### src/rtl/alu_op_issue_stage.sv
// Purpose : decode one RV64I instruction per handshake into a one-hot ALU op plus both operands.
// Latency : 1 cycle from accept to out_* when the 2-entry skid buffer is empty.
// Backpr. : in_ready is registered and drops only when both entries are held; out_* hold while stalled.
// Option  : ALU_ISSUE_ILLEGAL_CHK_EN drives out_illegal for illegal encodings (otherwise tied 0).
module alu_op_issue_stage #(
    parameter int XLEN   = 64,
    parameter int CTRL_W = 11
) (
    input  logic              clk,
    input  logic              rst,
    input  logic              flush,
    input  logic              in_valid,
    output logic              in_ready,
    input  logic [31:0]       in_inst,
    input  logic [XLEN-1:0]   in_pc,
    input  logic [XLEN-1:0]   in_rs1_data,
    input  logic [XLEN-1:0]   in_rs2_data,
    output logic              out_valid,
    input  logic              out_ready,
    output logic [CTRL_W-1:0] out_alu_control,
    output logic [XLEN-1:0]   out_alu_src1,
    output logic [XLEN-1:0]   out_alu_src2,
    output logic [XLEN-1:0]   out_pc,
    output logic              out_illegal
);

    localparam logic [CTRL_W-1:0] C_ADD  = CTRL_W'(1 << 0);
    localparam logic [CTRL_W-1:0] C_SUB  = CTRL_W'(1 << 1);
    localparam logic [CTRL_W-1:0] C_SLT  = CTRL_W'(1 << 2);
    localparam logic [CTRL_W-1:0] C_SLTU = CTRL_W'(1 << 3);
    localparam logic [CTRL_W-1:0] C_AND  = CTRL_W'(1 << 4);
    localparam logic [CTRL_W-1:0] C_OR   = CTRL_W'(1 << 5);
    localparam logic [CTRL_W-1:0] C_XOR  = CTRL_W'(1 << 6);
    localparam logic [CTRL_W-1:0] C_SLL  = CTRL_W'(1 << 7);
    localparam logic [CTRL_W-1:0] C_SRL  = CTRL_W'(1 << 8);
    localparam logic [CTRL_W-1:0] C_SRA  = CTRL_W'(1 << 9);
    localparam logic [CTRL_W-1:0] C_LUI  = CTRL_W'(1 << 10);

    localparam logic [6:0] OPC_OP_IMM = 7'b0010011;
    localparam logic [6:0] OPC_OP     = 7'b0110011;
    localparam logic [6:0] OPC_LUI    = 7'b0110111;
    localparam logic [6:0] OPC_AUIPC  = 7'b0010111;
    localparam logic [6:0] OPC_JAL    = 7'b1101111;
    localparam logic [6:0] OPC_JALR   = 7'b1100111;
    localparam logic [6:0] OPC_LOAD   = 7'b0000011;
    localparam logic [6:0] OPC_STORE  = 7'b0100011;
    localparam logic [6:0] OPC_BRANCH = 7'b1100011;

    typedef struct packed {
        logic [CTRL_W-1:0] ctrl;
        logic [XLEN-1:0]   src1;
        logic [XLEN-1:0]   src2;
        logic [XLEN-1:0]   pc;
        logic              illegal;
    } entry_t;

    typedef enum logic [1:0] {S_EMPTY, S_ONE, S_FULL} state_t;

    // instruction fields and pre-formatted immediates
    logic [6:0]      opcode;
    logic [2:0]      funct3;
    logic [6:0]      funct7;
    logic [5:0]      funct6;
    logic [XLEN-1:0] imm_i, imm_s, imm_u, lui_imm, shamt;

    assign opcode  = in_inst[6:0];
    assign funct3  = in_inst[14:12];
    assign funct7  = in_inst[31:25];
    assign funct6  = in_inst[31:26];
    assign imm_i   = {{(XLEN-12){in_inst[31]}}, in_inst[31:20]};
    assign imm_s   = {{(XLEN-12){in_inst[31]}}, in_inst[31:25], in_inst[11:7]};
    assign imm_u   = {{(XLEN-32){in_inst[31]}}, in_inst[31:12], 12'b0};
    assign lui_imm = {{(XLEN-20){1'b0}}, in_inst[31:12]};
    assign shamt   = {{(XLEN-6){1'b0}}, in_inst[25:20]};

    logic [CTRL_W-1:0] dec_ctrl;
    logic [XLEN-1:0]   dec_src1, dec_src2;
    entry_t            dec;

    // decode: an encoding is legal exactly when some control bit gets set
    always_comb begin
        dec_ctrl = '0;
        dec_src1 = in_rs1_data;
        dec_src2 = in_rs2_data;
        case (opcode)
            OPC_OP_IMM: begin
                dec_src2 = imm_i;
                case (funct3)
                    3'b000: dec_ctrl = C_ADD;
                    3'b010: dec_ctrl = C_SLT;
                    3'b011: dec_ctrl = C_SLTU;
                    3'b100: dec_ctrl = C_XOR;
                    3'b110: dec_ctrl = C_OR;
                    3'b111: dec_ctrl = C_AND;
                    3'b001: begin
                        dec_src2 = shamt;
                        if (funct6 == 6'b000000) dec_ctrl = C_SLL;
                    end
                    default: begin
                        dec_src2 = shamt;
                        if (funct6 == 6'b000000)      dec_ctrl = C_SRL;
                        else if (funct6 == 6'b010000) dec_ctrl = C_SRA;
                    end
                endcase
            end
            OPC_OP: begin
                case ({funct7, funct3})
                    10'b0000000_000: dec_ctrl = C_ADD;
                    10'b0100000_000: dec_ctrl = C_SUB;
                    10'b0000000_001: dec_ctrl = C_SLL;
                    10'b0000000_010: dec_ctrl = C_SLT;
                    10'b0000000_011: dec_ctrl = C_SLTU;
                    10'b0000000_100: dec_ctrl = C_XOR;
                    10'b0000000_101: dec_ctrl = C_SRL;
                    10'b0100000_101: dec_ctrl = C_SRA;
                    10'b0000000_110: dec_ctrl = C_OR;
                    10'b0000000_111: dec_ctrl = C_AND;
                    default:         dec_ctrl = '0;
                endcase
            end
            OPC_LUI: begin
                dec_ctrl = C_LUI;
                dec_src1 = '0;
                dec_src2 = lui_imm;
            end
            OPC_AUIPC: begin
                dec_ctrl = C_ADD;
                dec_src1 = in_pc;
                dec_src2 = imm_u;
            end
            OPC_JAL: begin
                dec_ctrl = C_ADD;
                dec_src1 = in_pc;
                dec_src2 = XLEN'(4);
            end
            OPC_JALR: begin
                if (funct3 == 3'b000) dec_ctrl = C_ADD;
                dec_src1 = in_pc;
                dec_src2 = XLEN'(4);
            end
            OPC_LOAD: begin
                if (funct3 != 3'b111) dec_ctrl = C_ADD;
                dec_src2 = imm_i;
            end
            OPC_STORE: begin
                if (!funct3[2]) dec_ctrl = C_ADD;
                dec_src2 = imm_s;
            end
            OPC_BRANCH: begin
                case (funct3)
                    3'b000, 3'b001: dec_ctrl = C_SUB;
                    3'b100, 3'b101: dec_ctrl = C_SLT;
                    3'b110, 3'b111: dec_ctrl = C_SLTU;
                    default:        dec_ctrl = '0;
                endcase
            end
            default: dec_ctrl = '0;
        endcase
        if (dec_ctrl == '0) begin
            dec_src1 = '0;
            dec_src2 = '0;
        end
    end

    assign dec = '{ctrl: dec_ctrl, src1: dec_src1, src2: dec_src2, pc: in_pc,
                   illegal: (dec_ctrl == '0)};

    state_t state, state_nxt;
    logic   in_ready_q;
    logic   accept, pop;
    entry_t buf_q [2];
    logic   wr_ptr, rd_ptr;
    entry_t head;

    assign accept = in_valid & in_ready;
    assign pop    = out_valid & out_ready;

    // state register plus the registered copy of in_ready
    always_ff @(posedge clk) begin
        if (rst) begin
            state      <= S_EMPTY;
            in_ready_q <= 1'b1;
        end else begin
            state      <= state_nxt;
            in_ready_q <= (state_nxt != S_FULL);
        end
    end

    // next-state: occupancy tracking, flush overrides everything
    always_comb begin
        state_nxt = state;
        if (flush) begin
            state_nxt = S_EMPTY;
        end else begin
            case (state)
                S_EMPTY: if (accept) state_nxt = S_ONE;
                S_ONE: begin
                    if (accept && !pop)      state_nxt = S_FULL;
                    else if (pop && !accept) state_nxt = S_EMPTY;
                end
                S_FULL:  if (pop) state_nxt = S_ONE;
                default: state_nxt = S_EMPTY;
            endcase
        end
    end

    // outputs derived from the state register
    always_comb begin
        out_valid = (state != S_EMPTY);
        in_ready  = in_ready_q;
    end

    // two-entry storage; a write into an empty buffer lands at the head
    always_ff @(posedge clk) begin
        if (rst) begin
            buf_q[0] <= '0;
            buf_q[1] <= '0;
            wr_ptr   <= 1'b0;
            rd_ptr   <= 1'b0;
        end else if (flush) begin
            wr_ptr <= 1'b0;
            rd_ptr <= 1'b0;
        end else begin
            if (accept) begin
                buf_q[wr_ptr] <= dec;
                wr_ptr        <= ~wr_ptr;
            end
            if (pop) rd_ptr <= ~rd_ptr;
        end
    end

    assign head            = buf_q[rd_ptr];
    assign out_alu_control = head.ctrl;
    assign out_alu_src1    = head.src1;
    assign out_alu_src2    = head.src2;
    assign out_pc          = head.pc;

`ifdef ALU_ISSUE_ILLEGAL_CHK_EN
    assign out_illegal = head.illegal;
`else
    logic unused_illegal;
    assign unused_illegal = head.illegal;
    assign out_illegal    = 1'b0;
`endif

endmodule

### config.mk
export PLATFORM = sky130hd
export DESIGN_NAME = alu_op_issue_stage
export DESIGN_NICKNAME = d
export VERILOG_FILES = /design/src/rtl/alu_op_issue_stage.sv
export SDC_FILE = /design/constraint.sdc
export NUM_CORES = 1
export LEC_CHECK = 0
export BUFFER_PORTS_ARGS = -buffer_cell sky130_fd_sc_hd__clkbuf_2
export CORE_MARGIN = 10
export CORE_UTILIZATION = 55
export CTS_BUF_LIST = sky130_fd_sc_hd__clkbuf_4
export DETAILED_ROUTE_END_ITERATION = 8
export PLACE_DENSITY_LB_ADDON = 0.05
export SLEW_MARGIN = 5
export SYNTH_ARGS = -nofsm -noshare
export SYNTH_HDL_FRONTEND = slang
export SYNTH_SLANG_ARGS = --single-unit
### constraint.sdc
create_clock -name clk -period 8.6 [get_ports clk]
set_input_delay 0.86 -clock clk [delete_from_list [all_inputs] [get_ports clk]]
set_output_delay 0.86 -clock clk [all_outputs]
set_load 0.02 [all_outputs]
# Yosys cells after proc, flatten, opt, wreduce, memory -nomap -nowiden
# Memories as Yosys holds them, arrays and structs flattened. A register that Yosys moved wholly into a read port is not among the register bits.
# Index checks and enable logic that the tools add are counted.
[classes] n_lt_le_gt_ge=0 div=0 shifts=0 n_eq_ne=30 bitwise=4 n_mul=0 addsub=0 muxes=32 n_reduce_logical=19
[ops] operator="64-bit one-hot mux with 6 select lines" count=1
[ops] operator="204-bit 2-to-1 mux" count=1
[ops] operator="204-bit OR reduction" count=1
[ops] operator="64-bit 2-to-1 mux" count=3
[ops] operator="64-bit one-hot mux with 2 select lines" count=1
[ops] operator="10-bit one-hot mux with 10 select lines" count=1
[ops] operator="11-bit one-hot mux with 8 select lines" count=1
[ops] operator="10-bit one-hot mux with 7 select lines" count=1
[ops] operator="10-bit by 3-bit equality test with 1-bit output (second input constant)" count=4
[ops] operator="7-bit by 6-bit equality test with 1-bit output (second input constant)" count=3
[ops] operator="7-bit equality test (second input constant)" count=3
[ops] operator="10-bit by 2-bit equality test with 1-bit output (second input constant)" count=2
[ops] operator="10-bit by 9-bit equality test with 1-bit output (second input constant)" count=2
[ops] operator="10-bit 2-to-1 mux" count=2
[ops] operator="7-bit by 5-bit equality test with 1-bit output (second input constant)" count=2
[ops] operator="1-bit 2-to-1 mux" count=13
[ops] operator="3-bit equality test (second input constant)" count=4
[ops] operator="4-bit one-hot mux with 3 select lines" count=1
[ops] operator="2-bit OR reduction" count=6
[ops] operator="11-bit logical NOT" count=1
[ops] operator="10-bit by 1-bit equality test with 1-bit output (second input constant)" count=1
[ops] operator="10-bit logical NOT" count=1
[ops] operator="2-bit 2-to-1 mux" count=5
[ops] operator="8-bit 2-to-1 mux" count=1
[ops] operator="other kinds (19)" count=24
[word_totals] latchBits=0 mem_count=1 word_cells=90 mem_bits_rw=408 register_bits=5 input_bits=229 out_inout_bits=206 rom_bits=0
[memory_table] memory="buf_q" words=2 word_bits=204 rd=1 rd_clocked_by_memory_dff=1 wr=2 line="171" source="entry_t buf_q [2];"

# Logic depth before layout (Yosys ltp)
# Gate-level depths: netlist of the first run.
[logic_depth] word_depth=8 mapped_depth=10 ltp_nobuf=6

# Least setup slack after synthesis of the first run
# OpenSTA, ideal clock, no wires.
[synth_timing] path_type="in2reg" startpoint="input rst" endpoint="memory buf_q[1][100] (netlist bit), enable pin" path_slack_ns=1.615 arrival_ns=6.385 path_stages=5 required_time_ns=8.000 cell_sequence="clkbuf_1 -> nor3_1 -> nand2_1 -> clkbuf_1 -> nand2b_1"
[synth_lines] item="start, declared" line="10" source="input logic rst,"
[synth_lines] item="end, declared" line="171"

==> impl_metrics.toml, run 1 <==
[pwr]
irDropWorstVdd_uv = 131
cellLeakagePower_nw = 9.30
cellPowerDensity_nw_per_um2 = 194

[status]
status = "completed"

[die]
die_area_um2 = 44000
ios = 435
die-width_um = 210
initial_core_util = 0.556
core_um2 = 35600
rows = 69
die_h_um = 210

[final_layout]
mostFrequentLayoutCell = "clkbuf_2"
drive_gt1_frac = 0.490
design_area_um2 = 23400
multi_input_area_um2 = 6780
fillers = 2763
fin_nets = 2080
utilization = 0.659
regArea_um2 = 12300
final_cell_mix = "clkbuf_2 (433), edfxtp_1 (406), mux2_2 (203), clkbuf_4 (167), nor3_1 (166)"
syn_to_final_growth_pct = 18.4

[synth]
syn_inst = 1431
synth.avg_cell_area_um2 = 13.8
yosysWarnings = 0
synth-seq-cells = 412
synth-main-ff-cell = "edfxtp_1"
synthesis.area_um2 = 19800
synth_fp_nets = 1660
synthDistinctLibCells = 55
async_flop_share = 0
synth_edf_count = 406
yosysSeqAreaShare = 0.622

[clocking]
h-tree-depth = 3
ctsHoldBuffers = 0
cts_sinks = 412
post_cts_buffers = 0
cts_root_buf = "clkbuf_4"
clock_path_buffers = 3
clock_latency_ps = 770
cts_tree = "yes"
cts_resized = 0
numCtsBuffers = 105
path_clk_slew_ps = 60

[worst_setup_path]
critPathKind = "register to primary output"
required_ps = 7740
reg2reg_slack_ps = 5370
cp.arrival_ps = 3490
cp_max_fo = 74
crit_path_end_kind = "primary output"
r2r-start = "in_ready"
start_kind = "register"

[global_routing]
grtUsageMet2 = 0.400
grtUsageTotal = 0.254
grtUsageMet1 = 0.328
grt_pass1_wl_um = 87000
top_usage_layer = "met2"
antenna_found_initial = 3
grt.met3_usage = 0.0686
grt.overflow.total = 0
grt_max_degree = 221
first_global_vias = 14500

[timing]
final_hold_viol_count = 0
tightestPinTransition_ps = 1190
maxSlewViolCount = 0
finalCritPeriodShare = 0.506
setup_violations = 0
rsz0062_at_grt = "false"
fin_crit_ps = 4350
fin_tns_setup_ps = 0
relSlewSlack = 0.204
finClkSkew_ps = 34.9
fmax_ghz = 0.230

[routing]
drtAntennaViolNets = 0
num_vias = 14300
drcViolationCount = 0
routed_wl_um = 58100
dr.pass1.iters = 5
drt_iter0_markers = 1193
avgRoutedWirePerCell_um = 24.3
viasPerCell = 5.98

[place]
portBuffers = 433
placed_cell_area_um2 = 22000
place_hpwl_um = 38000
place.gp.congestion = 0.897

[hold_path]
hp-start = "flush"
holdCritPathClass = "input pin to register"

[job]
maxCapViolCount = 0
==> final timing paths <==
check,endpoint,depth (start not counted)
setup / recovery,out_alu_src1[43],3
hold / removal,wr_ptr,2
setup reg to reg,buf_q[1][188],7
hold reg to reg,rd_ptr,2
==> Yosys cell counts (all sizes together), types with 20 or more instances <==
| cell type | count | share of area |
|---|---|---|
| nor3b | 22 | 0.011 |
| edfxtp | 406 | 0.62 |
| a22oi | 71 | 0.027 |
| a21oi | 46 | 0.012 |
| and3 | 68 | 0.021 |
| mux2 | 203 | 0.12 |
| and2 | 67 | 0.021 |
| nor3 | 249 | 0.084 |
| nand2 | 20 | 0.0038 |
| buf | 39 | 0.018 |
| clkbuf | 101 | 0.019 |
| nor2 | 33 | 0.0063 |
==> state kept, by name, summed over array words and instances (netlist names), named ones only <==
| name | count |
|---|---|
| state | 2 |
| buf_q | 406 |
| in_ready | 1 |
| rd_ptr | 1 |
| wr_ptr | 1 |
==> where the power goes <==
group / internal, mW / switching, mW / total (mW) / leakage (nW)
clock: 0.985 / 0.760 / 1.75 / 0.841
combinational: 0.159 / 0.324 / 0.483 / 4.19
sequential: 2.29 / 0.0224 / 2.32 / 4.27
total: 3.44 / 1.11 / 4.54 / 9.30
==> logic make-up (layout without fill, tap and decap cells) <==
kind of cell              Yosys count  in the layout  share of synthesized area
muxes                             210            210                      0.119
xor gates and xnor gates            2              2                   0.000885
AOI/OAI and AO/OA                 170            170                     0.0591
other                               1              4                   0.000189
DFF                               412            412                      0.622
and+or+nand+nor                   491            491                      0.160
buffers and inverters             145            636                     0.0385
==> per-stage QoR <==
step           hold slack [ps]  instances  setup slack [ps]  power (mW)
4_1_cts                    295       2383              4170        4.58
5_1_grt                    338       2386              4090        4.72
3_5_place_dp               558       2205              4220        2.84
2_1_floorplan              520       1431              1620        2.65
6_report                   389       2386              4250        4.54
3_3_place_gp               537       2205              4350        2.84
==> cell type report <==
type / instances / share of cell area
flip-flops and latches: 412 / 0.526
multi-input cells: 874 / 0.289
repair buffers: 453 / 0.0994
clock buffers: 167 / 0.0535
well taps: 461 / 0.0246
clock inverters: 11 / 0.00630
inverters: 5 / 0.000801
diodes: 3 / 0.000320
==> metal layers <==
layer	wire (µm)	part of all wire	vias up
met4	1660	0.028	0
li1	-	-	6427
met2	27700	0.48	681
met1	23400	0.40	7072
met3	5340	0.092	92
met5	0	0	-
==> worst max-delay path, stage by stage (launching register included) <==
cell,delay [ps]
dfxtp_4,1000
buf_4,960
mux2_2,440
clkbuf_2,160
No activity file was read; power rests on OpenSTA's default activity.
==> run 2: changes to the inputs <==
==> constraint.sdc (replaced) <==
create_clock -name clk -period 4.07 [get_ports clk]
set_input_delay 0.407 -clock clk [delete_from_list [all_inputs] [get_ports clk]]
set_output_delay 0.407 -clock clk [all_outputs]
set_load 0.02 [all_outputs]
==> run 2 against run 1 <==
Effect of this change: non-clock buffer count grew 133; clock skew fell by 1.3 ps; worst setup slack worse by 3200 ps; sequential share of layout area decreased by 2.9 points; wire length up 1.9%; design area up 5.8%; global-route usage is 0.77 points higher; clock-buffer cell count rose by 2; total power is 110% higher; largest power group unchanged.
==> impl_metrics.toml, run 2 (synthesis results as in run 1) <==
[worst_setup_path]
endpoint = "buf_q[0][168]"
cp_slowest_cell = "nor2_1"
critPathTopFamily = "simple AND/OR/NAND/NOR gates"
worstSetupStartpoint = "in_inst[3]"
crit_path_end_kind = "register"
crit_path_max_incr_delay_ps = 690
r2r-start = "in_ready"
reg2reg_depth = 6
cp_cell_sequence = "dlygate4sd3_1 > clkbuf_2 > and4bb_2 > nand2_1 > nor2_1 > or2_2 > buf_12 > a22oi_1 > nor3_1"
reg2reg_slack_ps = 1240
cp_max_fo = 37
path_depth = 9
required_ps = 4640
rr_endpoint = "buf_q[0][168]"
critPathKind = "input pin to register"
cp.arrival_ps = 3550
start_kind = "input pin"
path_buf_inv = 3

[die]
ios = 435
rows = 69
initial_core_util = 0.556
die_h_um = 210
die-width_um = 210
core_um2 = 35600
die_area_um2 = 44000

[final_layout]
mostFrequentLayoutCell = "clkbuf_2"
drive_gt1_frac = 0.462
syn_to_final_growth_pct = 25.2
largest_reg_flops = 406
final_cell_mix = "clkbuf_2 (433), edfxtp_1 (406), mux2_2 (203), clkbuf_4 (169), nor3_1 (166)"
regMostFlops = "buf_q"
fin_nets = 2215
biggestRegsByFlops = "buf_q: 406 flops, state: 2 flops"
finalNonFillerCells = 2521

[timing]
setup_violations = 0
rsz0062_at_grt = "false"
tightestPinTransition_ps = 1150
final_hold_viol_count = 0
maxSlewViolCount = 0
fmax_ghz = 0.336
finalCritPeriodShare = 0.732
finClkSkew_ps = 33.6
relSlewSlack = 0.234
fin_crit_ps = 2980
fin_tns_setup_ps = 0

[job]
maxCapViolCount = 0

[pwr]
irDropWorstVdd_uv = 209
total_power_mw = 9.50
cellLeakagePower_nw = 9.88
intPower_mw = 7.13
clkPwrFrac = 0.365
swShare = 0.250
combPwrFrac = 0.120
switching_power_mw = 2.37
cellPowerDensity_nw_per_um2 = 383
seqPwrFrac = 0.515

[clocking]
cts_sinks = 412
cts_resized = 0
clock_latency_ps = 810
path_clk_slew_ps = 60
numCtsBuffers = 107
clock_path_buffers = 3
cts_root_buf = "clkbuf_4"
ctsHoldBuffers = 121
cts_tree = "yes"
post_cts_buffers = 0
h-tree-depth = 3

[global_routing]
grt_max_degree = 120
antenna_found_initial = 2
first_global_vias = 15400
grt.overflow.total = 0
grtUsageTotal = 0.261
grt_pass1_wl_um = 90400

[routing]
num_vias = 14800
drtAntennaViolNets = 0
viasPerCell = 5.85
drcViolationCount = 0
routed_wl_um = 59200
avgRoutedWirePerCell_um = 23.5
dr.pass1.iters = 5
drt_iter0_markers = 1043

[hold_path]
holdCritPathClass = "input pin to register"
hp-start = "in_rs1_data[1]"

[place]
place.gp.congestion = 0.906
portBuffers = 433
numPlacedInstances = 2217
place_hpwl_um = 38400

[status]
status = "completed"
-- run 2: cell types whose count changed in the layout (fill, tap and decap cells not counted), sizes merged --
| cell | previous run | this run |
|---|---|---|
| buf | 20 | 32 |
| diode | 3 | 2 |
| dlygate4sd3 | 0 | 121 |
| clkbuf | 600 | 602 |
| clkinv | 6 | 11 |
| bufinv | 4 | 0 |
-- run 2: per-layer routing --
layer / track usage / vias to the layer above / routed length (µm)
met5: 0 / - / 0
met4: 0.0839 / 0 / 1170
met3: 0.0763 / 84 / 5380
met2: 0.424 / 715 / 29200
met1: 0.330 / 7255 / 23400
li1: - / 6697 / -
-- run 2: cell type report --
| cell class | count | area, µm² |
|---|---|---|
| Clock inverter | 12 | 46.3 |
| Sequential cell | 412 | 12300 |
| Fill cell | 2624 | 10800 |
| Clock buffer | 169 | 1270 |
| Multi-Input combinational cell | 874 | 6780 |
| Inverter | 5 | 18.8 |
| Tap cell | 461 | 577 |
| Antenna cell | 2 | 5.00 |
| Timing Repair Buffer | 586 | 3780 |
-- run 2: how the worst min path moves through the flow --
stage | endpoint | depth (start not counted)
floorplan | state[0] | 1
global placement | rd_ptr | 2
detailed placement | register | 2
CTS | buf_q[0][113] | 3
global route | buf_q[1][130] | 3
finish | buf_q[1][130] | 3
-- run 2: worst min-delay path, cell delays in order --
cell,delay [ps]
clkbuf_2,80
a22oi_1,100
nor3_2,120
-- run 2: power groups by stage --
stage,logic (mW),registers [mW],clock network [mW]
after floorplan,0.602,4.97,0
after global placement,1.04,4.97,0
after detailed placement,1.04,4.98,0
after CTS,1.14,4.89,3.53
after global routing,1.21,4.91,3.77
final,1.14,4.89,3.47
-- run 2: per-stage QoR --
step	utilization	setup slack, ps	instance area (µm²)	hold slack (ps)
global route	0.697	926	24800	28.1
floorplan	-	864	19800	484
CTS	0.697	1060	24800	1.03
finish	0.697	1090	24800	62.2
global placement	0.626	836	22300	539
detailed placement	0.626	739	22300	546
==> run 3: changes to the inputs <==
--- a/config.mk
+++ b/config.mk
@@ -7,7 +7,7 @@
 export LEC_CHECK = 0
 export BUFFER_PORTS_ARGS = -buffer_cell sky130_fd_sc_hd__clkbuf_2
 export CORE_MARGIN = 10
-export CORE_UTILIZATION = 55
+export CORE_UTILIZATION = 51
 export CTS_BUF_LIST = sky130_fd_sc_hd__clkbuf_4
 export DETAILED_ROUTE_END_ITERATION = 8
 export PLACE_DENSITY_LB_ADDON = 0.05
==> constraint.sdc (replaced) <==
create_clock -name clk -period 2.7 [get_ports clk]
set_input_delay 0.27 -clock clk [delete_from_list [all_inputs] [get_ports clk]]
set_output_delay 0.27 -clock clk [all_outputs]
set_load 0.02 [all_outputs]
==> run 3 against run 2 <==
Effect of this change: combinational power rose by 68%; wire length rose by 6.8%; hold slack improved by 15 ps; clock-buffer cell count fell by 4; largest cell class unchanged.
==> impl_metrics.toml, run 3 (synthesis results as in run 1) <==
[place]
place_hpwl_um = 40200
place_ws_ps = 102
portBuffers = 433
place.gp.congestion = 0.919

[final_layout]
fillers = 2890
biggestRegsByFlops = "buf_q: 406 flops, state: 2 flops"
multi_input_area_um2 = 6810
final_cell_mix = "clkbuf_2 (433), edfxtp_1 (406), dlygate4sd3_1 (217), mux2_2 (203)"
mostFrequentLayoutCell = "clkbuf_2"
fin_nets = 2355
regArea_um2 = 12300
syn_to_final_growth_pct = 33.7
regMostFlops = "buf_q"
drive_gt1_frac = 0.454
largest_reg_flops = 406

[clocking]
numCtsBuffers = 107
path_clk_slew_ps = 60
cts_sinks = 412
cts_tree = "yes"
clock_latency_ps = 830
cts_root_buf = "clkbuf_4"
h-tree-depth = 3
clock_path_buffers = 3

[pwr]
combPwrFrac = 0.130
intPower_mw = 11.0
swShare = 0.252
seqPwrFrac = 0.500
switching_power_mw = 3.72
cellPowerDensity_nw_per_um2 = 557
cellLeakagePower_nw = 10.6
irDropWorstVdd_uv = 366
clkPwrFrac = 0.370

[timing]
tightestPinTransition_ps = 844
fin_tns_setup_ps = 0
finalCritPeriodShare = 0.947
maxSlewViolCount = 0
fin_crit_ps = 2560
setup_violations = 0
whs_ps = 77.5
fmax_ghz = 0.391
finClkSkew_ps = 49.8
layout_setup_ws_ps = 143
relSlewSlack = 0.437
final_hold_viol_count = 0
rsz0062_at_grt = "false"

[worst_setup_path]
required_ps = 3200
cp_slowest_cell = "dlygate4sd3_1"
crit_top_cell = "dlygate4sd3_1"
crit_path_end_kind = "register"
start_kind = "input pin"
cp_max_fo = 21
cp_cell_sequence = "dlygate4sd3_1 > clkbuf_2 > nand4bb_1 > a21oi_1 > a21oi_4 > buf_4 > a222oi_1 > dlygate4sd3_1 > nor3_1"
cp.arrival_ps = 3050
crit_path_max_incr_delay_ps = 620
critPathKind = "input pin to register"

[die]
ios = 435
rows = 72
initial_core_util = 0.513
die-width_um = 217
die_area_um2 = 47100
core_um2 = 38600
die_h_um = 217

[routing]
routed_wl_um = 63200
num_vias = 15500
drt_iter0_markers = 1377
dr.pass1.iters = 8
drtAntennaViolNets = 0
viasPerCell = 5.71
avgRoutedWirePerCell_um = 23.2
drcViolationCount = 0

[global_routing]
antenna_found_initial = 4
grt_pass1_wl_um = 96400
grtUsageTotal = 0.261
first_global_vias = 16400
grt.overflow.total = 0
grt_max_degree = 84

[hold_path]
holdCritPathClass = "input pin to register"

[job]
maxCapViolCount = 0

[status]
status = "completed"
## run 3: worst max-delay path, delay by kind of cell
family / cells / cell delay [ps]
buffers and inverters: 4 / 1570
and+or+nand+nor: 2 / 330
AOI/OAI and AO/OA: 3 / 890
## run 3: per-stage QoR
stage           util  std cells  area (µm²)  power, mW
2_1_floorplan      -       1431       19900       8.41
3_3_place_gp   0.593       2313       22900       9.13
3_5_place_dp   0.593       2313       22900       9.15
4_1_cts        0.685       2712       26400       14.8
5_1_grt        0.686       2720       26500       15.4
6_report       0.687       2721       26500       14.7
## run 3: layer usage
| layer | vias to the layer above | track usage | wire length (µm) | share of wire |
|---|---|---|---|---|
| li1 | 6986 | - | - | - |
| met1 | 7656 | 0.319 | 24600 | 0.39 |
| met2 | 765 | 0.432 | 31100 | 0.49 |
| met3 | 127 | 0.0734 | 5600 | 0.089 |
| met4 | 0 | 0.104 | 2010 | 0.032 |
| met5 | - | 0 | 0 | 0 |
## run 3: power by group through the flow
stage          combinational [mW]  clock, mW  sequential (mW)
3_3_place_gp                 1.63          0             7.50
2_1_floorplan               0.915          0             7.50
6_report                     1.92       5.45             7.37
5_1_grt                      2.02       5.94             7.40
3_5_place_dp                 1.63          0             7.51
4_1_cts                      1.90       5.57             7.38
## run 3: timing repair
| item | CTS | global route |
|---|---|---|
| pin swaps | 0 | 1 |
| hold buffers | 217 | 0 |
| endpoints found under the setup margin | 173 | 4 |
| cloned | 0 | 0 |
| buffers inserted | 1 | 4 |
| resized for setup | 0 | 1 |
| hold endpoints to repair | 389 | 0 |
## run 3: worst paths after layout
check	startpoint	end	slack (ps)	cells past startpoint
max	in_inst[3]	buf_q[1][75]	140	9
min	in_rs2_data[30]	buf_q[1][95]	80	4
max reg2reg	in_ready	buf_q[0][199]	380	6
min reg2reg	rd_ptr	register	590	2
## run 3: layout make-up
cell class / count / area share
diodes: 5 / 0.000473
clock buffers: 165 / 0.0468
clock inverters: 16 / 0.00477
inverters: 5 / 0.000709
multi-input cells: 874 / 0.257
flip-flops and latches: 412 / 0.465
well taps: 518 / 0.0245
repair buffers: 726 / 0.200
